<file path="src/rtl/riscv_lsu_mo_if.sv">
// Handshake/bus bundle for riscv_lsu_mo: core request side, memory port side and LSU status.
// slave is the LSU's view, master is the environment (core + memory) view.
interface riscv_lsu_mo_if #(
  parameter int XLEN        = 32,
  parameter int MSIZE_WIDTH = 3
);
  logic                   core_req_valid_i;
  logic                   core_req_ready_o;
  logic                   core_we_i;
  logic [XLEN-1:0]        core_addr_i;
  logic [XLEN-1:0]        core_wdata_i;
  logic [MSIZE_WIDTH-1:0] core_msize_i;
  logic                   mem_req_valid_o;
  logic                   mem_req_ready_i;
  logic                   mem_we_o;
  logic [XLEN-1:0]        mem_addr_o;
  logic [XLEN/8-1:0]      mem_be_o;
  logic [XLEN-1:0]        mem_wdata_o;
  logic                   mem_rvalid_i;
  logic [XLEN-1:0]        mem_rdata_i;
  logic                   lsu_rsp_valid_o;
  logic [XLEN-1:0]        lsu_rsp_data_o;
  logic                   lsu_idle_o;
  logic                   lsu_err_o;
  logic                   lsu_misalign_o;

  modport slave (
    input  core_req_valid_i, core_we_i, core_addr_i, core_wdata_i, core_msize_i,
    input  mem_req_ready_i, mem_rvalid_i, mem_rdata_i,
    output core_req_ready_o, mem_req_valid_o, mem_we_o, mem_addr_o, mem_be_o, mem_wdata_o,
    output lsu_rsp_valid_o, lsu_rsp_data_o, lsu_idle_o, lsu_err_o, lsu_misalign_o
  );

  modport master (
    output core_req_valid_i, core_we_i, core_addr_i, core_wdata_i, core_msize_i,
    output mem_req_ready_i, mem_rvalid_i, mem_rdata_i,
    input  core_req_ready_o, mem_req_valid_o, mem_we_o, mem_addr_o, mem_be_o, mem_wdata_o,
    input  lsu_rsp_valid_o, lsu_rsp_data_o, lsu_idle_o, lsu_err_o, lsu_misalign_o
  );
endinterface

</file>
<file path="src/rtl/riscv_lsu_mo.sv">
// Load/store unit with up to MAX_OUT in-order outstanding memory transactions.
// Define RISCV_LSU_MISALIGN_EXC_EN to block misaligned requests and pulse lsu_misalign_o.
//
// state    | meaning
// LSU_IDLE | no transactions outstanding
// LSU_LOAD | between 1 and MAX_OUT-1 transactions outstanding
// LSU_FULL | MAX_OUT transactions outstanding, new requests stall
module riscv_lsu_mo #(
  parameter int XLEN        = 32,
  parameter int MAX_OUT     = 4,
  parameter int MSIZE_WIDTH = 3
) (
  input logic           clk_i,
  input logic           arstn_i,
  riscv_lsu_mo_if.slave bus
);
  localparam int BYTES = XLEN / 8;
  localparam int OFFW  = $clog2(BYTES);
  localparam int PTRW  = (MAX_OUT > 1) ? $clog2(MAX_OUT) : 1;
  localparam int CNTW  = $clog2(MAX_OUT) + 1;
  localparam int TAGW  = 1 + OFFW + MSIZE_WIDTH;

  typedef enum logic [1:0] {LSU_IDLE, LSU_LOAD, LSU_FULL} lsu_state_t;

  lsu_state_t      state;
  logic [CNTW-1:0] count, count_nxt;
  logic [PTRW-1:0] wr_ptr, rd_ptr;
  logic [TAGW-1:0] tag_mem [MAX_OUT];

  logic [1:0]      size;
  logic [OFFW-1:0] offset;
  logic [3:0]      size_bytes;
  logic            full, block, ready, accept, pop;
  logic [BYTES-1:0] be;
  logic [XLEN-1:0]  wdata;

  logic [TAGW-1:0] rd_tag;
  logic            rd_we, rd_uns, sign;
  logic [OFFW-1:0] rd_off;
  logic [1:0]      rd_size;
  logic [XLEN-1:0] rd_shift, keep, ext;

  logic            rsp_valid, err;
  logic [XLEN-1:0] rsp_data;

  function automatic logic [PTRW-1:0] ptr_inc(input logic [PTRW-1:0] p);
    return (p == PTRW'(MAX_OUT - 1)) ? '0 : p + PTRW'(1);
  endfunction

  assign size       = bus.core_msize_i[1:0];
  assign offset     = bus.core_addr_i[OFFW-1:0];
  assign size_bytes = 4'd1 << size;
  assign full       = (count == CNTW'(MAX_OUT));

`ifdef RISCV_LSU_MISALIGN_EXC_EN
  logic misalign, presented, presented_q, misalign_q;
  // A doubleword on a 32-bit datapath can never be aligned to a single word.
  assign misalign  = ((size == 2'd3) && (XLEN == 32)) ||
                     ((bus.core_addr_i[2:0] & 3'(size_bytes - 4'd1)) != 3'd0);
  assign block     = misalign;
  assign presented = bus.core_req_valid_i & misalign;
  assign bus.lsu_misalign_o = misalign_q;
`else
  assign block = 1'b0;
  assign bus.lsu_misalign_o = 1'b0;
`endif

  assign ready  = bus.mem_req_ready_i & ~full & ~block;
  assign accept = bus.core_req_valid_i & ready;

  assign bus.core_req_ready_o = ready;
  assign bus.mem_req_valid_o  = bus.core_req_valid_i & ~full & ~block;
  assign bus.mem_we_o         = bus.core_we_i;
  assign bus.mem_addr_o       = {bus.core_addr_i[XLEN-1:OFFW], {OFFW{1'b0}}};
  assign bus.mem_be_o         = be;
  assign bus.mem_wdata_o      = wdata;

  // Lanes past the top of the word are dropped; misaligned accesses are never split.
  always_comb begin
    be = '0;
    for (int j = 0; j < BYTES; j++) begin
      if (j >= int'(offset) && j < int'(offset) + int'(size_bytes)) be[j] = 1'b1;
    end
  end

  // Element replicated across the word, then rotated so byte 0 lands on lane `offset`.
  always_comb begin
    wdata = '0;
    for (int j = 0; j < BYTES; j++) begin
      wdata[j*8 +: 8] =
        bus.core_wdata_i[((j - int'(offset)) & (int'(size_bytes) - 1) & (BYTES - 1))*8 +: 8];
    end
  end

  assign pop      = bus.mem_rvalid_i & (count != '0);
  assign rd_tag   = tag_mem[rd_ptr];
  assign rd_we    = rd_tag[TAGW-1];
  assign rd_off   = rd_tag[MSIZE_WIDTH +: OFFW];
  assign rd_size  = rd_tag[1:0];
  assign rd_uns   = rd_tag[2];
  assign rd_shift = bus.mem_rdata_i >> {rd_off, 3'b000};

  always_comb begin
    keep = '1;
    sign = rd_shift[XLEN-1];
    case (rd_size)
      2'd0: begin keep = XLEN'(8'hFF);         sign = rd_shift[7];  end
      2'd1: begin keep = XLEN'(16'hFFFF);      sign = rd_shift[15]; end
      2'd2: begin keep = XLEN'(32'hFFFF_FFFF); sign = rd_shift[31]; end
      default: ;
    endcase
    ext = (rd_shift & keep) | ((sign & ~rd_uns) ? ~keep : '0);
  end

  assign count_nxt = count + CNTW'(accept) - CNTW'(pop);

  always_ff @(posedge clk_i) begin
    if (accept) tag_mem[wr_ptr] <= {bus.core_we_i, offset, bus.core_msize_i};
  end

  always_ff @(posedge clk_i or negedge arstn_i) begin
    if (!arstn_i) begin
      state     <= LSU_IDLE;
      count     <= '0;
      wr_ptr    <= '0;
      rd_ptr    <= '0;
      rsp_valid <= 1'b0;
      rsp_data  <= '0;
      err       <= 1'b0;
`ifdef RISCV_LSU_MISALIGN_EXC_EN
      presented_q <= 1'b0;
      misalign_q  <= 1'b0;
`endif
    end else begin
      count <= count_nxt;
      if (accept) wr_ptr <= ptr_inc(wr_ptr);
      if (pop)    rd_ptr <= ptr_inc(rd_ptr);
      rsp_valid <= pop & ~rd_we;
      if (pop & ~rd_we) rsp_data <= ext;
      if (bus.mem_rvalid_i && count == '0) err <= 1'b1;
      if (count_nxt == '0)                   state <= LSU_IDLE;
      else if (count_nxt == CNTW'(MAX_OUT))  state <= LSU_FULL;
      else                                   state <= LSU_LOAD;
`ifdef RISCV_LSU_MISALIGN_EXC_EN
      presented_q <= presented;
      misalign_q  <= presented & ~presented_q;
`endif
    end
  end

  assign bus.lsu_rsp_valid_o = rsp_valid;
  assign bus.lsu_rsp_data_o  = rsp_data;
  assign bus.lsu_idle_o      = (state == LSU_IDLE);
  assign bus.lsu_err_o       = err;
endmodule

</file>
<file path="src/flat_wrapper.sv">
// flat-port wrapper written by rule: the top's interface ports become plain ports
module riscv_lsu_mo_flat 
#(
  parameter int XLEN        = 32,
  parameter int MAX_OUT     = 4,
  parameter int MSIZE_WIDTH = 3
)
  (clk_i, arstn_i, bus_core_req_valid_i, bus_core_we_i, bus_core_addr_i, bus_core_wdata_i, bus_core_msize_i, bus_mem_req_ready_i, bus_mem_rvalid_i, bus_mem_rdata_i, bus_core_req_ready_o, bus_mem_req_valid_o, bus_mem_we_o, bus_mem_addr_o, bus_mem_be_o, bus_mem_wdata_o, bus_lsu_rsp_valid_o, bus_lsu_rsp_data_o, bus_lsu_idle_o, bus_lsu_err_o, bus_lsu_misalign_o);
  riscv_lsu_mo_if #(.XLEN(XLEN), .MSIZE_WIDTH(MSIZE_WIDTH)) bus_i ();
  input logic clk_i;
  input logic arstn_i;
  input wire logic [$bits(bus_i.core_req_valid_i)-1:0] bus_core_req_valid_i;
  input wire logic [$bits(bus_i.core_we_i)-1:0] bus_core_we_i;
  input wire logic [$bits(bus_i.core_addr_i)-1:0] bus_core_addr_i;
  input wire logic [$bits(bus_i.core_wdata_i)-1:0] bus_core_wdata_i;
  input wire logic [$bits(bus_i.core_msize_i)-1:0] bus_core_msize_i;
  input wire logic [$bits(bus_i.mem_req_ready_i)-1:0] bus_mem_req_ready_i;
  input wire logic [$bits(bus_i.mem_rvalid_i)-1:0] bus_mem_rvalid_i;
  input wire logic [$bits(bus_i.mem_rdata_i)-1:0] bus_mem_rdata_i;
  output wire logic [$bits(bus_i.core_req_ready_o)-1:0] bus_core_req_ready_o;
  output wire logic [$bits(bus_i.mem_req_valid_o)-1:0] bus_mem_req_valid_o;
  output wire logic [$bits(bus_i.mem_we_o)-1:0] bus_mem_we_o;
  output wire logic [$bits(bus_i.mem_addr_o)-1:0] bus_mem_addr_o;
  output wire logic [$bits(bus_i.mem_be_o)-1:0] bus_mem_be_o;
  output wire logic [$bits(bus_i.mem_wdata_o)-1:0] bus_mem_wdata_o;
  output wire logic [$bits(bus_i.lsu_rsp_valid_o)-1:0] bus_lsu_rsp_valid_o;
  output wire logic [$bits(bus_i.lsu_rsp_data_o)-1:0] bus_lsu_rsp_data_o;
  output wire logic [$bits(bus_i.lsu_idle_o)-1:0] bus_lsu_idle_o;
  output wire logic [$bits(bus_i.lsu_err_o)-1:0] bus_lsu_err_o;
  output wire logic [$bits(bus_i.lsu_misalign_o)-1:0] bus_lsu_misalign_o;
  assign bus_i.core_req_valid_i = bus_core_req_valid_i;
  assign bus_i.core_we_i = bus_core_we_i;
  assign bus_i.core_addr_i = bus_core_addr_i;
  assign bus_i.core_wdata_i = bus_core_wdata_i;
  assign bus_i.core_msize_i = bus_core_msize_i;
  assign bus_i.mem_req_ready_i = bus_mem_req_ready_i;
  assign bus_i.mem_rvalid_i = bus_mem_rvalid_i;
  assign bus_i.mem_rdata_i = bus_mem_rdata_i;
  assign bus_core_req_ready_o = bus_i.core_req_ready_o;
  assign bus_mem_req_valid_o = bus_i.mem_req_valid_o;
  assign bus_mem_we_o = bus_i.mem_we_o;
  assign bus_mem_addr_o = bus_i.mem_addr_o;
  assign bus_mem_be_o = bus_i.mem_be_o;
  assign bus_mem_wdata_o = bus_i.mem_wdata_o;
  assign bus_lsu_rsp_valid_o = bus_i.lsu_rsp_valid_o;
  assign bus_lsu_rsp_data_o = bus_i.lsu_rsp_data_o;
  assign bus_lsu_idle_o = bus_i.lsu_idle_o;
  assign bus_lsu_err_o = bus_i.lsu_err_o;
  assign bus_lsu_misalign_o = bus_i.lsu_misalign_o;
  riscv_lsu_mo #(.XLEN(XLEN), .MAX_OUT(MAX_OUT), .MSIZE_WIDTH(MSIZE_WIDTH)) u_core (.clk_i(clk_i), .arstn_i(arstn_i), .bus(bus_i));
endmodule
</file>
<file path="config.mk">
export PLATFORM = sky130hd
export DESIGN_NAME = riscv_lsu_mo_flat
export DESIGN_NICKNAME = d
export VERILOG_FILES = /design/src/rtl/riscv_lsu_mo_if.sv /design/src/rtl/riscv_lsu_mo.sv /design/src/flat_wrapper.sv
export SDC_FILE = /design/constraint.sdc
export NUM_CORES = 1
export LEC_CHECK = 0
export ABC_AREA = 1
export CORE_ASPECT_RATIO = 0.75
export CORE_MARGIN = 4
export CORE_UTILIZATION = 46
export DETAILED_ROUTE_END_ITERATION = 12
export PLACE_DENSITY_LB_ADDON = 0.12
export SLEW_MARGIN = 30
export SYNTH_ARGS = -nofsm -noshare
export SYNTH_HDL_FRONTEND = slang
export SYNTH_SLANG_ARGS = --single-unit
</file>
<file path="constraint.sdc">
create_clock -name clk_i -period 3.9 [get_ports clk_i]
set_clock_uncertainty 0.1 [all_clocks]
set_input_delay 0.78 -clock clk_i [delete_from_list [all_inputs] [get_ports clk_i]]
set_output_delay 0.78 -clock clk_i [all_outputs]
set_load 0.05 [all_outputs]
</file>
## Word level (Yosys, flattened, before mapping)

Memories as Yosys holds them, arrays and structs flattened.
Index checks and enable logic that the tools add are counted.

| cells by class | value |
|---|---|
| reduce and logical (&&, ||, !) cells | 9 |
| shift operators | 6 |
| equality and inequality tests | 5 |
| magnitude comparators | 7 |
| bitwise gates (word level) | 16 |
| mux-type cells | 13 |
| $add $sub $neg | 10 |

Operators by type and width:

| cell | number |
|---|---|
| variable part select 32 x 6 -> 8 bit | 4 |
| less-than comparator 3 x 32 -> 1 bit, first input constant | 2 |
| one-hot mux 32 bit (2 select lines) | 1 |
| bitwise AND 32 bit | 1 |
| less-than comparator 1 x 32 -> 1 bit, first input constant | 1 |
| less-than comparator 2 x 32 -> 1 bit, first input constant | 1 |
| two-way mux 32 bit | 1 |
| NOT 32 bit | 1 |
| OR 32 bit | 1 |
| >> shifter 32 x 5 -> 32 bit | 1 |
| bitwise AND 2 bit | 4 |
| two-way mux 2 bit | 4 |
| bitwise AND 1 bit | 6 |
| equality test 3 bit, second input constant | 2 |
| zero test 3 bit | 2 |
| two-way mux 1 bit | 6 |
| adder 2 x 4 -> 5 bit | 1 |
| adder 2 x 1 -> 2 bit, second input constant | 2 |
| equality test 2 bit, second input constant | 2 |
| greater-or-equal comparator 1 x 2 -> 1 bit, first input constant | 2 |
| logical AND 1 bit | 4 |
| zero test 2 bit | 2 |
| << shifter 1 x 2 -> 4 bit, first input constant | 1 |
| subtractor 1 x 2 -> 2 bit, first input constant | 2 |
| 9 further kinds | 12 |

| word-level totals | value |
|---|---|
| bits in registers | 43 |
| word-level logic and storage cells | 74 |
| output and inout port bits | 107 |
| input port bits | 105 |
| memories kept | 1 |
| RAM bits | 24 |

Memories:

| memory | depth | width | rd ports | clocked after Yosys merged registers in | wr ports | line | text |
|---|---|---|---|---|---|---|---|
| u_core.tag_mem | 4 | 6 | 1 | 0 | 1 | riscv_lsu_mo.sv:28 | `logic [TAGW-1:0] tag_mem [MAX_OUT];` |

## Depth between registers and ports, before layout

| logic depth | value |
|---|---|
| depth after elaboration | 9 |
| mapped depth | 14 |
| gate-level depth less buffers | 12 |

## Least setup slack after synthesis

Ideal clock, no wire load.

| timing path | value |
|---|---|
| path type | input to output |
| from | input bus_core_msize_i[0] |
| to | output bus_mem_be_o[1] |
| slack | -0.244 ns |
| cell stages on the path | 7 |
| required time | 3.020 ns |
| data arrival time | 3.264 ns |
| path buffers | 0 |
| path through | nor2_1 ha_1 inv_1 fa_1 a21oi_1 inv_1 a21oi_1 |

| on the way | value |
|---|---|
| longest elaborated chain between the ends | 5 |

Ends and longest elaborated chain:

| element | line | text |
|---|---|---|
| from (decl) | flat_wrapper.sv:16 | `input wire logic [$bits(bus_i.core_msize_i)-1:0] bus_core_msize_i;` |
| << shifter 1 x 2 -> 4 bit | riscv_lsu_mo.sv:52 | `assign size_bytes = 4'd1 << size;` |
| adder 2 x 4 -> 5 bit | riscv_lsu_mo.sv:82 | `if (j >= int'(offset) && j < int'(offset) + int'(size_bytes)) be[j] = 1'b1;` |
| less-than comparator 2 x 32 -> 1 bit | riscv_lsu_mo.sv:82 |  |
| logical AND 1 bit | riscv_lsu_mo.sv:82 |  |
| two-way mux 1 bit | riscv_lsu_mo.sv:82 |  |
| to (decl) | flat_wrapper.sv:24 | `output wire logic [$bits(bus_i.mem_be_o)-1:0] bus_mem_be_o;` |

Every way passes these cells.

## Worst setup path after layout

| timing path | value |
|---|---|
| from | input bus_core_msize_i[0] |
| to | output bus_mem_be_o[2] |

| on the way | value |
|---|---|
| longest elaborated chain between the ends | 5 |

Ends and longest elaborated chain:

| element | line |
|---|---|
| << shifter 1 x 2 -> 4 bit | riscv_lsu_mo.sv:52 |
| adder 2 x 4 -> 5 bit | riscv_lsu_mo.sv:82 |
| less-than comparator 3 x 32 -> 1 bit | riscv_lsu_mo.sv:82 |
| logical AND 1 bit | riscv_lsu_mo.sv:82 |
| two-way mux 1 bit | riscv_lsu_mo.sv:82 |

Every way passes these cells.

==> metrics.md <==
| Metric | Value |
|---|---|
| Ordered list of cells on the worst path | clkdlybuf4s50_1 > nor2_1 > ha_1 > inv_1 > fa_1 > a211oi_1 > a21oi_2 > inv_1 > a21oi_1 > buf_12 |
| Share of the yosys chip area belonging to registers | 0.3912 |
| Switching power | 2.647 mW |
| Measured slew at the worst slew-check pin | 0.5942 ns |
| DRT met1 WL | 5.502 mm |
| Clock power frac | 0.164 |
| Worst IR Drop VDD | 580.8 uV |
| Critical path peak fanout | 6 |
| Flop pwr share | 0.223 |
| Most frequent cell after synthesis | nand2_1 |
| Port Buffer Count | 148 |
| Core Rows | 31 |
| Worst EP required | 3.02 ns |
| Slowest stage delay, CP | 0.48 ns |
| Post-synth top cells | 142 x nand2_1, 95 x o21ai_0, 64 x nor2_1 |
| H-Tree Depth | 3 |
| CTS Buffer Depth | 2 |
| Net count, final | 831 |
| Core Region | 9697 um2 |
| Top Metal Used | met4 |
| Reg-to-Reg Start | u_core.rd_ptr[0] |
| Startpoint types | primary input |
| Vias in the first global route | 4229 |
| Die X | 123.4 um |
| Worst setup EP type | output port |
| Largest net degree at the start of global routing | 44 |
| TritonCTS clock tree | done |
| Avg Cell Area, Syn | 7.630 um2 |
| Pwr/cell area | 802.9 nW/um2 |
| Die Ht | 94.54 um |
| Ratio of cells with drive above 1 in the final layout | 0.1315 |
| Finished Layout Cells | 847 |
| Achievable Freq | 271.1 MHz |
| Synth Warn # | 0 |
| Tot Pwr | 5.274 mW |
| Worst hold margin | 0.3356 ns |
| Comb power frac | 0.613 |
| Clock-pin slew on the worst setup and hold paths | 0.06 ns |
| Wire length on met3 | 800 um |
| First-pass GRT wire length | 21.33 mm |
| Synth area leader | dfrtp_1 |
| Crit path DAT | 2.81 ns |
| Mapped Area | 4593 um2 |
| DR vias/cell | 5.215 |
| Switching share of power | 0.5019 |
| Grt ovf | 0 |
| Outcome | completed |
| TNS Setup | 0 ns |
| Max_cap viols | 0 |
| Post-synth EDFFs | 24 |
| TritonRoute pass-1 iters | 5 |
| Max-slew violations | 0 |
| RSZ-0062 raised after global routing | false |
| Seq cells post-synth | 67 |
| Final count of negative-setup-slack endpoints | 0 |
| Area growth syn-to-layout | 43.01% |
| Clk_lat worst skew | 0.33 ns |
| Min-delay worst type | primary input to asynchronous set/reset pin |
| TritonCTS Buffers | 9 |
| Cells on worst reg2reg path | 10 |
| Hold Buf Count CTS | 0 |
| I/O pin count | 212 |
| Post-CTS Setup Bufs | 0 |
| Post-route ant nets | 0 |
| Crit Path Category | primary input to output port |
| Wirelength, routed | 13.51 mm |
| Final GP Congestion | 0.8185 |
| Root Buffer Master | clkbuf_16 |
| Minimum clock period | 3.689 ns |
| Proportion of netlist area held by the largest area contributor | 0.2343 |
| Initial core utilization | 0.4737 |
| Cell Int Power | 2.627 mW |
| Syn Inst Count | 602 |
| DR vias | 4417 |
| Synth async-reset ratio | 0.6418 |
| Reg-to-reg endpoint | u_core.bus.lsu_rsp_data_o[16] |
| DRC errors left | 0 |
| Iteration-0 DRC count of the detailed router | 296 |
| Ys flop type | dfrtp_1 |
| Synth unique cells | 34 |
| Slowest cell on crit path | clkdlybuf4s50_1 |
| Routed len/inst | 15.95 um |
| Number of diodes | 0 |
| Cell mode on critical path | inv_1 |
| Total Routing Usage GR | 0.2362 |
| Met2 routed wirelength | 6.681 mm |
| CTS resizes | 0 |
| Leakage | 2.868 nW |
| Period utilization | 0.9459 |
| Post-DP HPWL | 10.25 mm |
| Hold Fails Final Rpt | 0 |
| Clock sinks | 67 |
| Post-Place Cells | 831 |
| Largest cells by area after synthesis | dfrtp_1 23%, edfxtp_1 16%, nand2_1 12%, o21ai_0 10%, buf_4 5.9% |
| Initial antenna violation count | 0 |
| Relative slew slack | 0.6024 |
| Die ar. | 11660 um2 |
| R2R Setup Slk | 0.78 ns |
[per-layer routing]
metal,up-vias,GRT usage
met5,-,0
met4,0,0.09585
met3,47,0.06168
met2,150,0.3890
met1,2072,0.2960
li1,2148,-
[layout make-up]
class,count,area [um2]
Clock buffer,10,229.0
Clock inverter,6,90.09
Fill cell,779,3128
Inverter,60,227.7
Multi-Input combinational cell,415,2176
Sequential cell,67,1797
Tap cell,132,165.2
Timing Repair Buffer,157,1884
[worst max-delay path, delay by kind of cell]
| family | cells | cell delay, ns |
|---|---|---|
| buf+inv | 4 | 0.77 |
| fa+ha+maj | 2 | 0.59 |
| compound gates | 3 | 0.48 |
| simple gates | 1 | 0.18 |
[layout by cell type (no fill, tap or decap), drive strengths merged]
| cell | netlist | final |
|---|---|---|
| nor2 | 65 | 65 |
| o211ai | 5 | 5 |
| a21boi | 1 | 1 |
| ha | 14 | 14 |
| a31oi | 6 | 6 |
| clkinv | 0 | 3 |
| bufinv | 0 | 2 |
| edfxtp | 24 | 24 |
| a211oi | 1 | 1 |
| clkdlybuf4s50 | 0 | 112 |
| a21oi | 47 | 47 |
| clkbuf | 13 | 10 |
| or2 | 2 | 2 |
| o21ai | 95 | 95 |
| a31o | 1 | 1 |
| nand3 | 23 | 23 |
| fa | 2 | 2 |
| nand2 | 147 | 147 |
| clkinvlp | 0 | 1 |
| inv | 60 | 60 |
| dfrtp | 43 | 43 |
| conb | 1 | 3 |
| xor2 | 1 | 1 |
| a22o | 1 | 1 |
| buf | 49 | 45 |
| a32o | 1 | 1 |
[power groups by stage]
stage | clock [mW] | sequential [mW] | combinational, mW
CTS | 0.878 | 1.17 | 3.24
finish | 0.865 | 1.18 | 3.23
global placement | 0 | 1.18 | 3.16
global route | 0.906 | 1.21 | 3.50
floorplan | 0 | 1.76 | 1.74
detailed placement | 0 | 1.18 | 3.22
[through the flow]
stage	area [um2]	utilization	setup WS, ns
detailed placement	6250	0.6445	0.1971
floorplan	4604	-	0.08948
global placement	6247	0.6443	0.3154
CTS	6569	0.6774	0.1885
global route	6569	0.6774	0.06934
finish	6569	0.6774	0.2109
[worst max path at each step]
stage                   startpoint              end  slack, ns  cells past startpoint
5_1_grt        bus_core_msize_i[0]  bus_mem_be_o[2]       0.07                     10
4_1_cts        bus_core_msize_i[0]  bus_mem_be_o[2]       0.19                     10
6_report       bus_core_msize_i[0]  bus_mem_be_o[2]       0.21                     10
2_1_floorplan  bus_core_msize_i[0]  bus_mem_be_o[1]       0.09                      7
3_3_place_gp   bus_core_msize_i[0]  bus_mem_be_o[1]       0.32                     10
3_5_place_dp   bus_core_msize_i[0]  bus_mem_be_o[2]       0.20                     10
[state kept, by name, indices dropped and copies added (netlist names)]
signal                      count
u_core.bus.lsu_rsp_data_o      32
u_core.tag_mem                 24
u_core.count                    3
u_core.rd_ptr                   2
u_core.state                    2
u_core.wr_ptr                   2
u_core.bus.lsu_err_o            1
u_core.bus.lsu_rsp_valid_o      1
[cell families (layout without fill, tap and decap cells)]
kind of cell             count (synthesis)  count (layout)  share of synthesized area
AND/OR/NAND/NOR                        237             237                     0.2168
AO/OA/AOI/OAI                          158             158                     0.2049
buffers and inverters                  122             233                     0.1376
flip-flops                              67              67                     0.3912
adder cells (fa/ha/maj)                 16              16                    0.04685
other                                    1               3                  0.0008164
XOR/XNOR                                 1               1                   0.001907
Note: power is estimated with default switching activity, not from simulation.
